<file path="src/rtl/led_bar_monitor_if.sv">
// led_bar_monitor_if: LED bar sample and monitor status bundle.
// master drives the bar and clear, slave is the monitor reporting status.
interface led_bar_monitor_if #(parameter int CNT_W = 8);
  logic [15:0] led;
  logic clr;
  logic [4:0] level;
  logic [1:0] dir;
  logic turn;
  logic turn_is_peak;
  logic [4:0] turn_level;
  logic seq_done;
  logic err_shape;
  logic err_step;
  logic err_flag;
  logic [CNT_W-1:0] turn_cnt;
  modport master (
    output led, clr,
    input level, dir, turn, turn_is_peak, turn_level, seq_done, err_shape, err_step, err_flag, turn_cnt
  );
  modport slave (
    input led, clr,
    output level, dir, turn, turn_is_peak, turn_level, seq_done, err_shape, err_step, err_flag, turn_cnt
  );
endinterface

</file>
<file path="src/rtl/led_bar_monitor.sv">
// led_bar_monitor: thermometer-code checker and rise/fall tracker for a 16-LED bar.
// Optional LED_MON_STEP_CHECK_EN adds the level step-size check (err_step).
module led_bar_monitor #(parameter int CNT_W = 8) (
  input logic clk,
  input logic rst_n,
  led_bar_monitor_if.slave bus
);
  typedef enum logic [1:0] {ZERO = 2'b00, UP = 2'b01, DOWN = 2'b10} state_t;
  state_t r_state;
  logic [15:0] r_led;
  logic [4:0] r_level, r_turn_level;
  logic r_turn, r_peak, r_seq_done, r_err_shape, r_err_step, r_err_flag;
  logic [CNT_W-1:0] r_turn_cnt;
  logic [4:0] w_lvl;
  logic w_shape_ok, w_up, w_down, w_turn, w_step, w_err;
  assign w_lvl = 5'($countones(r_led));
  assign w_shape_ok = (r_led & (r_led + 16'd1)) == 16'd0;
  assign w_up = w_lvl > r_level;
  assign w_down = w_lvl < r_level;
  assign w_turn = (r_state == UP && w_down) || (r_state == DOWN && w_lvl != 5'd0 && w_up);
`ifdef LED_MON_STEP_CHECK_EN
  logic r_vld, r_prime;
  // r_prime rises once r_led has carried a real sample for one full edge
  always_ff @(posedge clk or negedge rst_n)
    if (!rst_n) begin
      r_vld <= 1'b0;
      r_prime <= 1'b0;
    end else begin
      r_vld <= 1'b1;
      r_prime <= r_vld;
    end
  assign w_step = r_prime && ((w_lvl > r_level + 5'd1) || (r_level > w_lvl + 5'd1));
`else
  assign w_step = 1'b0;
`endif
  assign w_err = !w_shape_ok || w_step;
  always_ff @(posedge clk or negedge rst_n)
    if (!rst_n) begin
      r_led <= 16'd0;
      r_level <= 5'd0;
      r_state <= ZERO;
      r_turn <= 1'b0;
      r_peak <= 1'b0;
      r_turn_level <= 5'd0;
      r_seq_done <= 1'b0;
      r_err_shape <= 1'b0;
      r_err_step <= 1'b0;
      r_err_flag <= 1'b0;
      r_turn_cnt <= '0;
    end else begin
      r_led <= bus.led;
      r_level <= w_lvl;
      r_state <= (r_state == ZERO) ? (w_lvl != 5'd0 ? UP : ZERO) :
                 (r_state == UP) ? (w_down ? DOWN : UP) :
                 (w_lvl == 5'd0 ? ZERO : w_up ? UP : DOWN);
      r_turn <= w_turn;
      r_peak <= w_turn ? (r_state == UP) : r_peak;
      r_turn_level <= w_turn ? r_level : r_turn_level;
      r_seq_done <= r_state == DOWN && w_lvl == 5'd0;
      r_err_shape <= !w_shape_ok;
      r_err_step <= w_step;
      r_err_flag <= w_err || (r_err_flag && !bus.clr);
      r_turn_cnt <= bus.clr ? CNT_W'(w_turn) :
                    (w_turn && r_turn_cnt != '1) ? r_turn_cnt + CNT_W'(1) : r_turn_cnt;
    end
  assign bus.level = r_level;
  assign bus.dir = r_state;
  assign bus.turn = r_turn;
  assign bus.turn_is_peak = r_peak;
  assign bus.turn_level = r_turn_level;
  assign bus.seq_done = r_seq_done;
  assign bus.err_shape = r_err_shape;
  assign bus.err_step = r_err_step;
  assign bus.err_flag = r_err_flag;
  assign bus.turn_cnt = r_turn_cnt;
endmodule

</file>
<file path="src/flat_wrapper.sv">
// flat-port wrapper written by rule: the top's interface ports become plain ports
module led_bar_monitor_flat 
#(parameter int CNT_W = 8)
  (clk, rst_n, bus_led, bus_clr, bus_level, bus_dir, bus_turn, bus_turn_is_peak, bus_turn_level, bus_seq_done, bus_err_shape, bus_err_step, bus_err_flag, bus_turn_cnt);
  led_bar_monitor_if #(.CNT_W(CNT_W)) bus_i ();
  input logic clk;
  input logic rst_n;
  input wire logic [$bits(bus_i.led)-1:0] bus_led;
  input wire logic [$bits(bus_i.clr)-1:0] bus_clr;
  output wire logic [$bits(bus_i.level)-1:0] bus_level;
  output wire logic [$bits(bus_i.dir)-1:0] bus_dir;
  output wire logic [$bits(bus_i.turn)-1:0] bus_turn;
  output wire logic [$bits(bus_i.turn_is_peak)-1:0] bus_turn_is_peak;
  output wire logic [$bits(bus_i.turn_level)-1:0] bus_turn_level;
  output wire logic [$bits(bus_i.seq_done)-1:0] bus_seq_done;
  output wire logic [$bits(bus_i.err_shape)-1:0] bus_err_shape;
  output wire logic [$bits(bus_i.err_step)-1:0] bus_err_step;
  output wire logic [$bits(bus_i.err_flag)-1:0] bus_err_flag;
  output wire logic [$bits(bus_i.turn_cnt)-1:0] bus_turn_cnt;
  assign bus_i.led = bus_led;
  assign bus_i.clr = bus_clr;
  assign bus_level = bus_i.level;
  assign bus_dir = bus_i.dir;
  assign bus_turn = bus_i.turn;
  assign bus_turn_is_peak = bus_i.turn_is_peak;
  assign bus_turn_level = bus_i.turn_level;
  assign bus_seq_done = bus_i.seq_done;
  assign bus_err_shape = bus_i.err_shape;
  assign bus_err_step = bus_i.err_step;
  assign bus_err_flag = bus_i.err_flag;
  assign bus_turn_cnt = bus_i.turn_cnt;
  led_bar_monitor #(.CNT_W(CNT_W)) u_core (.clk(clk), .rst_n(rst_n), .bus(bus_i));
endmodule
</file>
<file path="config.mk">
export PLATFORM = sky130hd
export DESIGN_NAME = led_bar_monitor_flat
export DESIGN_NICKNAME = d
export VERILOG_FILES = /design/src/rtl/led_bar_monitor_if.sv /design/src/rtl/led_bar_monitor.sv /design/src/flat_wrapper.sv
export SDC_FILE = /design/constraint.sdc
export NUM_CORES = 1
export LEC_CHECK = 0
export BUFFER_PORTS_ARGS = -buffer_cell sky130_fd_sc_hd__buf_2
export CAP_MARGIN = 0
export CORE_ASPECT_RATIO = 0.75
export CORE_MARGIN = 3
export CORE_UTILIZATION = 30
export CTS_CLUSTER_DIAMETER = 50
export DETAILED_ROUTE_END_ITERATION = 16
export RECOVER_POWER = 50
export SLEW_MARGIN = 20
export SYNTH_ARGS = -nofsm -noshare
export SYNTH_HDL_FRONTEND = slang
export SYNTH_SLANG_ARGS = --single-unit
export TNS_END_PERCENT = 100
</file>
<file path="constraint.sdc">
create_clock -name clk -period 5.9 [get_ports clk]
set_input_delay 1.18 -clock clk [delete_from_list [all_inputs] [get_ports clk]]
set_output_delay 1.18 -clock clk [all_outputs]
set_load 0.05 [all_outputs]
</file>
---- Word level (Yosys, flattened, before mapping) ----
Cells that the tools add are included.
word-level totals
  flip-flop bits (word level) ............. 41
  bits of input ports ..................... 19
operators by class
  add/subtract/negate cells ............... 17
  magnitude comparators ................... 2
  equal/unequal tests ..................... 3
  muxes and demuxes ....................... 8
  bitwise gates (word level) .............. 1
  reduce and logical (&&, ||, !) cells .... 15
operators with widths
  cell                   count
  $add 5x5->5            7
  $add 1x1->2            8
  $add 16x1->16 const B  1
  $and 16x16->16         1
  $logic_not 16->1       1
  $mux 8                 2
  $mux 2                 5
  $add 8x1->8 const B    1
  $ne 8x8->1 const B     1
  $logic_and 1x1->1      6
  $gt 5x5->1             1
  $logic_not 5->1        1
  $lt 5x5->1             1
  $reduce_bool 5->1      1
  $eq 2x1->1 const B     1
  $eq 2x2->1 const B     1
  $logic_not 1->1        2
  $logic_not 2->1        1
  $logic_or 1x1->1       2
  $reduce_bool 2->1      1
  $mux 1                 1

---- Logic depth before layout (Yosys ltp) ----
Gate-level depths: netlist of run 1.
  depth after elaboration ................. 11
  gate-level depth with buffers ........... 21
  mapped depth without buffers ............ 20

---- Worst setup path before layout of run 1 ----
OpenSTA, ideal clock, no wires.
  kind .................................... flip-flop to flip-flop
  from .................................... register u_core.r_led[14]
  to ...................................... register u_core.r_turn_cnt[5] (netlist: u_core.bus.turn_cnt[5])
  library setup time ...................... 128 ps
  data arrival time ....................... 5,128 ps
  required time ........................... 5,772 ps
  setup slack ............................. 644 ps
  stages on the path, launching flop included .. 19
  path buffers ............................ 1
  cell sequence ........................... dfrtp_1 > ha_1 > fa_1 > inv_1 > fa_1 > fa_1 > inv_1 > fa_1 > ha_1 > inv_1 > fa_1 > inv_1 > ha_1 > a21oi_1 > o221ai_2 > or3b_4 > buf_6 > a21oi_1 > mux2_1
between the ends
  cells in the longest elaborated chain, start to end .. 10
  elaborated cells on any way between the ends .. 13
ends and longest elaborated chain
  item                                                RTL line               RTL
  start: declaration                                  led_bar_monitor.sv:10  logic [15:0] r_led;
  start signal: assignment                            led_bar_monitor.sv:51  r_led <= bus.led;
  $add 1x1->2 (not written as such) (*)               led_bar_monitor.sv:16  assign w_lvl = 5'($countones(r_led));
  $add 5x5->5 (not written as such) (*) (3 in a row)  led_bar_monitor.sv:16
  via u_core.w_lvl[2]                                 led_bar_monitor.sv:14  logic [4:0] w_lvl;
  branches (longest 3 deep; another with $lt 5x5->1)  n/a
  $logic_or 1x1->1 (*)                                led_bar_monitor.sv:20  assign w_turn = (r_state == UP && w_down) || (r_state == DOWN && w_lvl != 5'd0 && w_up);
  $logic_and 1x1->1 (*)                               led_bar_monitor.sv:64  (w_turn && r_turn_cnt != '1) ? r_turn_cnt + CNT_W'(1) : r_turn_cnt;
  $reduce_bool 2->1 (no line) (*)                     n/a
  end signal: assignment                              led_bar_monitor.sv:63  r_turn_cnt <= bus.clr ? CNT_W'(w_turn) :
  end: declaration                                    led_bar_monitor.sv:13  logic [CNT_W-1:0] r_turn_cnt;
Mark *: on every way through the listed nets, which the timed path passes.
A chain may end at the register's enable or synchronous reset.

---- Final worst setup path of run 1 ----
  from .................................... register u_core.r_led[14]
  to ...................................... register u_core.r_turn_cnt[6] (netlist: u_core.bus.turn_cnt[6])
Same word-level chain as after synthesis.

==> results of run 1 <==
==> placed cells by master, fill, tap and decap left out, types with 2 or more instances in the layout <==
master	synthesis	layout
mux2_2	6	6
ha_1	20	20
clkbuf_8	0	5
fa_1	11	11
dfrtp_1	41	41
and3_1	2	2
or2_2	2	2
buf_2	1	42
mux2_1	5	5
nand3_1	5	5
bufinv_16	0	2
nand2_1	14	14
nand2b_1	4	4
inv_1	36	36
nand4_1	8	8
o21ai_0	6	6
nor2_1	9	9
mux2i_1	2	2
a21oi_1	11	11
nor2b_1	8	8
==> layer usage <==
metal / vias to the layer above / global-route usage (%) / share of wire [%]
met1: 782 / 18.0 / 53
met5: - / 0 / 0
met2: 31 / 17.5 / 41
met3: 5 / 3.11 / 4.7
met4: 0 / 4.16 / 1.2
li1: 815 / - / -
==> path summary, 6_finish.rpt <==
kind | startpoint | endpoint | depth (start not counted)
worst max-delay path | u_core.r_led[14]$_DFF_PN0_ | u_core.bus.turn_cnt[6]$_DFFE_PN0P_ | 17
max in group asynchronous | rst_n | u_core.bus.turn_cnt[1]$_DFFE_PN0P_ | 1
worst min-delay path | u_core.bus.turn_level[0]$_DFFE_PN0P_ | u_core.bus.turn_level[0]$_DFFE_PN0P_ | 1
worst min register to register | u_core.bus.turn_level[0]$_DFFE_PN0P_ | u_core.bus.turn_level[0]$_DFFE_PN0P_ | 1
worst max register to register | u_core.r_led[14]$_DFF_PN0_ | u_core.bus.turn_cnt[6]$_DFFE_PN0P_ | 17
min in group asynchronous | rst_n | u_core.bus.turn_cnt[0]$_DFFE_PN0P_ | 1
==> critical path, delay by kind of cell (launching register included) <==
family	cells	cell delay, ns
AOI/OAI and AO/OA	3	0.61
adders and majority gates	8	3.31
buffers and inverters	4	0.23
DFF	1	0.40
muxes	1	0.34
and+or+nand+nor	1	0.50
==> state kept, by name, summed over array words and instances (netlist names), 2 cells and up <==
register               flops
u_core.bus.turn_level      5
u_core.bus.dir             2
u_core.r_led              16
u_core.bus.level           5
u_core.bus.turn_cnt        8
==> metrics by stage <==
stage / cell area, um2 / power (mW)
after floorplan: 2350 / 1.20
after global placement: 2670 / 1.38
after detailed placement: 2670 / 1.40
after CTS: 2800 / 1.68
after global routing: 2800 / 1.82
final: 2800 / 1.66
==> power groups by stage <==
stage	Clock, mW	Sequential (mW)	Combinational [mW]
6_report	0.270	0.400	0.986
5_1_grt	0.290	0.411	1.12
4_1_cts	0.280	0.401	0.998
3_5_place_dp	0	0.406	0.995
3_3_place_gp	0	0.406	0.974
2_1_floorplan	0	0.573	0.626
==> logic make-up (layout without fill, tap and decap cells) <==
family,count (synthesis),in the layout,synth area share (%)
compound gates,30,30,9.16
flops,41,41,43.7
other cells,1,1,0.160
mux,13,13,6.13
xor+xnor,1,1,0.373
buf+inv,39,87,6.77
fa+ha+maj,31,31,20.0
simple gates,59,59,13.7
==> area by class of cell <==
| type | instances | area (um2) | area share (%) |
|---|---|---|---|
| sequential | 41 | 1030 | 36.7 |
| clock inverter | 3 | 65.1 | 2.32 |
| timing repair buffer | 43 | 214 | 7.64 |
| tap | 101 | 126 | 4.51 |
| clock buffer | 5 | 68.8 | 2.46 |
| inverter | 36 | 135 | 4.83 |
| multi-input combinational | 135 | 1160 | 41.6 |
==> flow_summary.toml, run 1 <==
[synth]
synth_area_mm2 = 0.00235
synth_common_cells = "dfrtp_1, inv_1, ha_1"
avgSynthCellArea_um2 = 10.9
ys_seq_elements = 41
synth-seq-area-share_pct = 43.7
synthMostInstantiatedCell = "dfrtp_1"
ys.flop_type = "dfrtp_1"
yosys-top-cells-area = "dfrtp_1, ha_1, fa_1, inv_1, mux2_2"
yosysTopAreaCell = "dfrtp_1"
synth_top_area_share_pct = 43.7
syn_nets = 265
synth_edf_count = 0
synthDistinctLibCells = 42
yosys_warnings = 0
syn_inst = 215
synthArstFlopShare_pct = 100

[place]
io_buffers = 43
dp_hpwl_mm = 3.71
place_ws_ns = 0.396
dp.cells = 356
gp_congestion = 0.803

[power]
pwr-share-clk_pct = 16.3
pwr-share-comb_pct = 59.5
internal_power_mw = 0.872
p_per_area_mw_per_mm2 = 592
seqPwrFrac_pct = 24.2
p_leak_nw = 1.40
p_sw_mw = 0.785
switching_share_pct = 47.4
ir_drop_mv = 0.242

[floorplanning]
dieWidth_um = 108
ios = 45
rows = 27
dieArea_mm2 = 0.00894
start_util_pct = 31.5
core_mm2 = 0.00747
die_h_um = 82.6

[sta]
holdWs_ns = 0.511
hold_viol = 0
worst_pin_slew_ns = 2.23
slew_viol_final = 42
fin_crit_sh_pct = 93.3
rsz0062_at_grt = "false"
finalWorstSetupSlack_ns = 0.393
period_needed_ns = 5.51
finalSetupTns_ns = 0
clock_skew_ns = 0.0104
clock.fmax_mhz = 182
max_slew_margin_pct = -48.5
setup_viol = 0

[clock_tree]
clock-root-buffer = "clkbuf_8"
post_cts_resized = 0
ctsHoldBuffers = 0
cts_tree = "done"
clk_latency_ns = 0.30
cts_htree_levels = 2
clkSlewWorstSetupHoldPaths_ns = 0.09
clockBufferDepth = 2
numCtsBuffers = 5
clock_sinks = 41
cts_setup_buffers = 0

[global_routing]
grt_pass1_vias = 1728
gr-total-overflow = 0
antenna_found_initial = 0
grt_max_degree = 42
grt_pass1_wl_mm = 8.51
grt_use_total_pct = 12.3

[detailed_routing]
routed_wl_mm = 4.79
postRouteAntennaNets = 0
drtPass1Iterations = 4
vias = 1633
drt-initial-drc-count = 87
drcViolationCount = 0
viasPerCell = 4.49
detail_route.wl_per_cell_um = 13.2

[worst_setup_path]
end_kind = "flop"
path_cells = "ha_1 > fa_1 > inv_1 > fa_1 > fa_1 > inv_1 > fa_1 > ha_1 > inv_1 > fa_1 > inv_1 > ha_1 > a21oi_1 > o221ai_2 > or3b_4 > a21oi_1 > mux2_1"
critPathArrivalTime_ns = 5.69
crit_path_max_fanout = 11
cp.required_ns = 6.09
slowest_stage = "fa_1"
r2r_slack_ns = 0.39
cpMostUsedCell = "fa_1"
criticalPathCategory = "flop to flop"
cpPeakStageDelay_ns = 0.55
cp-start-kind = "flop"

[finish]
fill_cells = 741
antenna_cells = 0
drive_gt1_share_pct = 24.7
nNetsFinal = 312
utilization_pct = 37.5
instances_no_fill = 364
syn2layout_area_growth_pct = 19.2

[outcome]
status = "complete, but fails checks"
violations = "capacitance limit, slew limit"

[job]
max-cap-violations = 1

[min_path]
holdCritPathClass = "flop to flop"
Power figures use the tool's default switching activity.
==> run 2, diff against run 1 <==
- CORE_MARGIN: 3 -> 2
==> run 2 against run 1 <==
Compared with the run above: the flow still finishes with violations (capacitance limit, slew limit); clock power down 34%; clock-buffer cell count up 1; critical path depth unchanged; sequential share of layout area up 0.70 points; fmax up 0.51%; critical path type unchanged; largest cell class unchanged.
==> flow_summary.toml, run 2 (synthesis gave the netlist of run 1 again) <==
[sta]
slew_viol_final = 42
rsz0062_at_grt = "false"
max_slew_margin_pct = -49.2
worst_pin_slew_ns = 2.24
hold_viol = 0
holdWs_ns = 0.507
setup_viol = 0
clock_skew_ns = 0.00828
period_needed_ns = 5.48
fin_crit_sh_pct = 92.9
clock.fmax_mhz = 183
finalSetupTns_ns = 0

[floorplanning]
start_util_pct = 31.5
core_mm2 = 0.00747
rows = 27
dieWidth_um = 106
dieArea_mm2 = 0.00856
die_h_um = 80.6
ios = 45

[detailed_routing]
drt-initial-drc-count = 56
met2_length_mm = 1.85
vias = 1623
viasPerCell = 4.46
drcViolationCount = 0
routed.top_layer = "met4"
drtPass1Iterations = 4
met1_length_mm = 2.54
postRouteAntennaNets = 0
dr_wl_met3_um = 268
routed_wl_mm = 4.71
detail_route.wl_per_cell_um = 12.9

[worst_setup_path]
end_kind = "flop"
ff2ff_path_depth = 17
cp.required_ns = 6.08
critPathArrivalTime_ns = 5.66
crit_path_max_fanout = 11
reg2reg_to = "u_core.bus.turn_cnt[4]$_DFFE_PN0P_"
criticalPathCategory = "flop to flop"
r2r_slack_ns = 0.42
cp-start-kind = "flop"
r2r-start = "u_core.r_led[14]$_DFF_PN0_"

[finish]
largest_register = "u_core.r_led"
final_cell_mix = "buf_2, dfrtp_1, inv_1, ha_1, nand2_1"
antenna_cells = 0
nNetsFinal = 312
instances_no_fill = 364
drive_gt1_share_pct = 24.0
largest_reg_flops = 16
syn2layout_area_growth_pct = 16.9
utilization_pct = 36.8

[clock_tree]
cts_tree = "done"
clk_latency_ns = 0.29
clkSlewWorstSetupHoldPaths_ns = 0.08
numCtsBuffers = 5
cts_setup_buffers = 0
clock_sinks = 41
cts_htree_levels = 2
clockBufferDepth = 2
clock-root-buffer = "clkbuf_8"
post_cts_resized = 0
ctsHoldBuffers = 0

[outcome]
violations = "capacitance limit, slew limit"
status = "complete, but fails checks"

[power]
ir_drop_mv = 0.214
p_leak_nw = 1.37
p_total_mw = 1.57
p_per_area_mw_per_mm2 = 570

[place]
gp_congestion = 0.822
dp_hpwl_mm = 3.60
io_buffers = 43
dp.cells = 356

[global_routing]
grt_max_degree = 42
grt_pass1_wl_mm = 8.13
grt_pass1_vias = 1666
gr-total-overflow = 0
antenna_found_initial = 0
grt_use_total_pct = 12.2

[job]
max-cap-violations = 1

[min_path]
hp-start = "u_core.bus.turn_level[0]$_DFFE_PN0P_"
whs_path_depth = 1
holdCritPathClass = "flop to flop"
min_to = "u_core.bus.turn_level[0]$_DFFE_PN0P_"
## run 2: changes by cell type in the layout (fill, tap and decap cells not counted)
cell	change
clkbuf_1	+2
buf_2	-1
bufinv_16	-2
clkinv_2	+1
## run 2: stage by stage
stage               instance area, um2  setup slack, ns
finish                            2750            0.421
global route                      2750            0.140
CTS                               2750            0.398
detailed placement                2670            0.425
global placement                  2670            0.494
floorplan                         2350            0.644
## run 2: how the worst max path moves through the flow
stage | start | endpoint | depth (start not counted)
5_1_grt | u_core.r_led[14]$_DFF_PN0_ | u_core.bus.turn_cnt[7]$_DFFE_PN0P_ | 17
4_1_cts | u_core.r_led[14]$_DFF_PN0_ | u_core.bus.turn_cnt[7]$_DFFE_PN0P_ | 17
3_5_place_dp | u_core.r_led[14]$_DFF_PN0_ | u_core.bus.turn_cnt[7]$_DFFE_PN0P_ | 18
3_3_place_gp | u_core.r_led[14]$_DFF_PN0_ | u_core.bus.turn_cnt[7]$_DFFE_PN0P_ | 17
6_report | u_core.r_led[14]$_DFF_PN0_ | u_core.bus.turn_cnt[4]$_DFFE_PN0P_ | 17
2_1_floorplan | u_core.r_led[14]$_DFF_PN0_ | u_core.bus.turn_cnt[5]$_DFFE_PN0P_ | 18
## run 2: final cells by class
cell class,count,area [um2]
Fill cell,747,4720
Multi-Input combinational cell,135,1160
Sequential cell,41,1030
Timing Repair Buffer,43,213
Inverter,36,135
Tap cell,101,126
Clock buffer,6,72.6
Clock inverter,2,10.0
## run 2: where the power goes
group          total, mW  switching (mW)  internal [mW]
Sequential         0.402          0.0523          0.350
Combinational      0.985           0.630          0.355
Clock              0.178          0.0962         0.0821
## run 2: metal layers
layer | GRT usage, % | up-vias
li1 | - | 813
met1 | 18.0 | 769
met2 | 16.9 | 36
met3 | 3.49 | 5
met4 | 3.95 | 0
met5 | 0 | -
## run 2: worst max-delay path, cell delays in order, from the launching register on
cell,delay (ns)
dfrtp_1,0.40
ha_1,0.23
fa_1,0.54
inv_1,0.06
fa_1,0.52
fa_1,0.55
inv_1,0.06
fa_1,0.54
ha_1,0.16
inv_1,0.05
fa_1,0.51
inv_1,0.06
ha_1,0.31
a21oi_1,0.17
o221ai_2,0.19
or3b_4,0.50
a21oi_1,0.20
mux2_1,0.33
==> run 3, diff against run 2 <==
- CAP_MARGIN: 0 -> unset
- CORE_UTILIZATION: 30 -> 51
- PLACE_DENSITY: unset -> 0.74
==> run 3 against run 2 <==
Compared with the run above: the run still ends with capacitance limit, slew limit left; global-route usage increased by 8.5 points; clock power grew 29%; sequential share of layout area rose by 0.27 points; register-to-register slack got worse by 0.07 ns; critical path type unchanged.
==> flow_summary.toml, run 3 (synthesis gave the netlist of run 1 again) <==
[detailed_routing]
postRouteAntennaNets = 0
drtPass1Iterations = 4
drcViolationCount = 0
viasPerCell = 5.22
routed_wl_mm = 4.48
drt-initial-drc-count = 74
vias = 1670
detail_route.wl_per_cell_um = 14.0

[place]
io_buffers = 43
gp_congestion = 0.797
dp_hpwl_mm = 3.44

[worst_setup_path]
cp.required_ns = 6.07
cpMostUsedCell = "fa_1"
crit_start = "u_core.r_led[14]$_DFF_PN0_"
crit_path_max_fanout = 11
slowest_stage = "fa_1"
critPathArrivalTime_ns = 5.72
path_buf_inv = 4
r2r-start = "u_core.r_led[14]$_DFF_PN0_"
critical_path.top_delay_family = "adder cells"
path_cells = "ha_1 > fa_1 > inv_1 > fa_1 > fa_1 > inv_1 > fa_1 > ha_1 > inv_1 > fa_1 > inv_1 > ha_1 > a21oi_1 > o221ai_2 > or3b_4 > a21oi_1 > mux2_1"
cp-start-kind = "flop"
end_kind = "flop"
criticalPathCategory = "flop to flop"
cpPeakStageDelay_ns = 0.55

[power]
ir_drop_mv = 0.481
p_leak_nw = 1.39
p_per_area_mw_per_mm2 = 596

[global_routing]
grt_use_total_pct = 20.7
busiest_layer = "met1"
use_met2_pct = 30.6
grt_pass1_wl_mm = 8.04
grt_use_met1_pct = 30.7
grt_pass1_vias = 1666
use_met3_pct = 4.48
gr-total-overflow = 0
antenna_found_initial = 0
grt_max_degree = 42

[clock_tree]
clock-root-buffer = "clkbuf_8"
numCtsBuffers = 5
clockBufferDepth = 2
clock_sinks = 41
post_cts_resized = 0
cts_setup_buffers = 0
cts_tree = "done"
clk_latency_ns = 0.29
clkSlewWorstSetupHoldPaths_ns = 0.08
ctsHoldBuffers = 0
cts_htree_levels = 2

[floorplanning]
core_mm2 = 0.00444
ios = 45
rows = 21
die_h_um = 62.8
start_util_pct = 52.9
dieWidth_um = 82.4
dieArea_mm2 = 0.00517

[sta]
finalSetupTns_ns = 0
clock.fmax_mhz = 180
worst_pin_slew_ns = 2.07
period_needed_ns = 5.55
slew_viol_final = 42
max_slew_margin_pct = -37.8
clock_skew_ns = 0.00866
fin_crit_sh_pct = 94.1
hold_viol = 0
holdWs_ns = 0.507
rsz0062_at_grt = "false"
setup_viol = 0

[finish]
layout_commonest_cell = "buf_2"
drive_gt1_share_pct = 24.3
nNetsFinal = 312
largest_register = "u_core.r_led"
syn2layout_area_growth_pct = 16.1
antenna_cells = 0
largest_reg_flops = 16
final_cell_mix = "buf_2, dfrtp_1, inv_1, ha_1, nand2_1"

[outcome]
status = "complete, but fails checks"
violations = "capacitance limit, slew limit"

[min_path]
holdCritPathClass = "flop to flop"
hp-start = "u_core.bus.turn_level[1]$_DFFE_PN0P_"

[job]
max-cap-violations = 1
run 3: power breakdown:
part / internal [mW] / switching [mW] / total (mW)
registers: 0.350 / 0.0495 / 0.400
logic: 0.361 / 0.637 / 0.997
clock network: 0.138 / 0.0914 / 0.229
run 3: worst register-to-register path, stage by stage, from the launching register on:
cell	delay (ns)
dfrtp_1	0.40
ha_1	0.22
fa_1	0.54
inv_1	0.06
fa_1	0.52
fa_1	0.55
inv_1	0.06
fa_1	0.54
ha_1	0.19
inv_1	0.06
fa_1	0.51
inv_1	0.07
ha_1	0.31
a21oi_1	0.17
o221ai_2	0.18
or3b_4	0.50
a21oi_1	0.21
mux2_1	0.34
run 3: metrics by stage:
| stage | cell area, um2 | worst slack [ns] | power [mW] | instances | util, % |
|---|---|---|---|---|---|
| after floorplan | 2350 | 0.644 | 1.20 | 215 | - |
| after global placement | 2610 | 0.462 | 1.36 | 312 | 58.8 |
| after detailed placement | 2610 | 0.400 | 1.40 | 312 | 58.8 |
| after CTS | 2730 | 0.336 | 1.64 | 320 | 61.4 |
| after global routing | 2730 | 0.0308 | 1.79 | 320 | 61.4 |
| final | 2730 | 0.348 | 1.63 | 320 | 61.4 |
run 3: per-layer routing:
metal  vias to the layer above  wire (um)
met5                         -          0
met3                         7        258
met2                        49       2030
li1                        816          -
met1                       798       2140
met4                         0         46
run 3: final cells by class:
class	instances	area, um2
Multi-Input combinational cell	135	1160
Clock inverter	1	30.0
Fill cell	363	1710
Timing Repair Buffer	43	214
Tap cell	57	71.3
Inverter	36	135
Sequential cell	41	1030
Clock buffer	7	86.3
run 3: path summary, 6_finish.rpt:
path	end	slack [ns]	depth (start not counted)
hold reg to reg	u_core.bus.turn_level[1]$_DFFE_PN0P_	0.51	1
setup reg to reg	u_core.bus.turn_cnt[7]$_DFFE_PN0P_	0.35	17
max in group asynchronous	u_core.bus.level[0]$_DFF_PN0_	3.23	1
hold / removal	u_core.bus.turn_level[1]$_DFFE_PN0P_	0.51	1
min in group asynchronous	u_core.r_led[9]$_DFF_PN0_	1.48	1
setup / recovery	u_core.bus.turn_cnt[7]$_DFFE_PN0P_	0.35	17
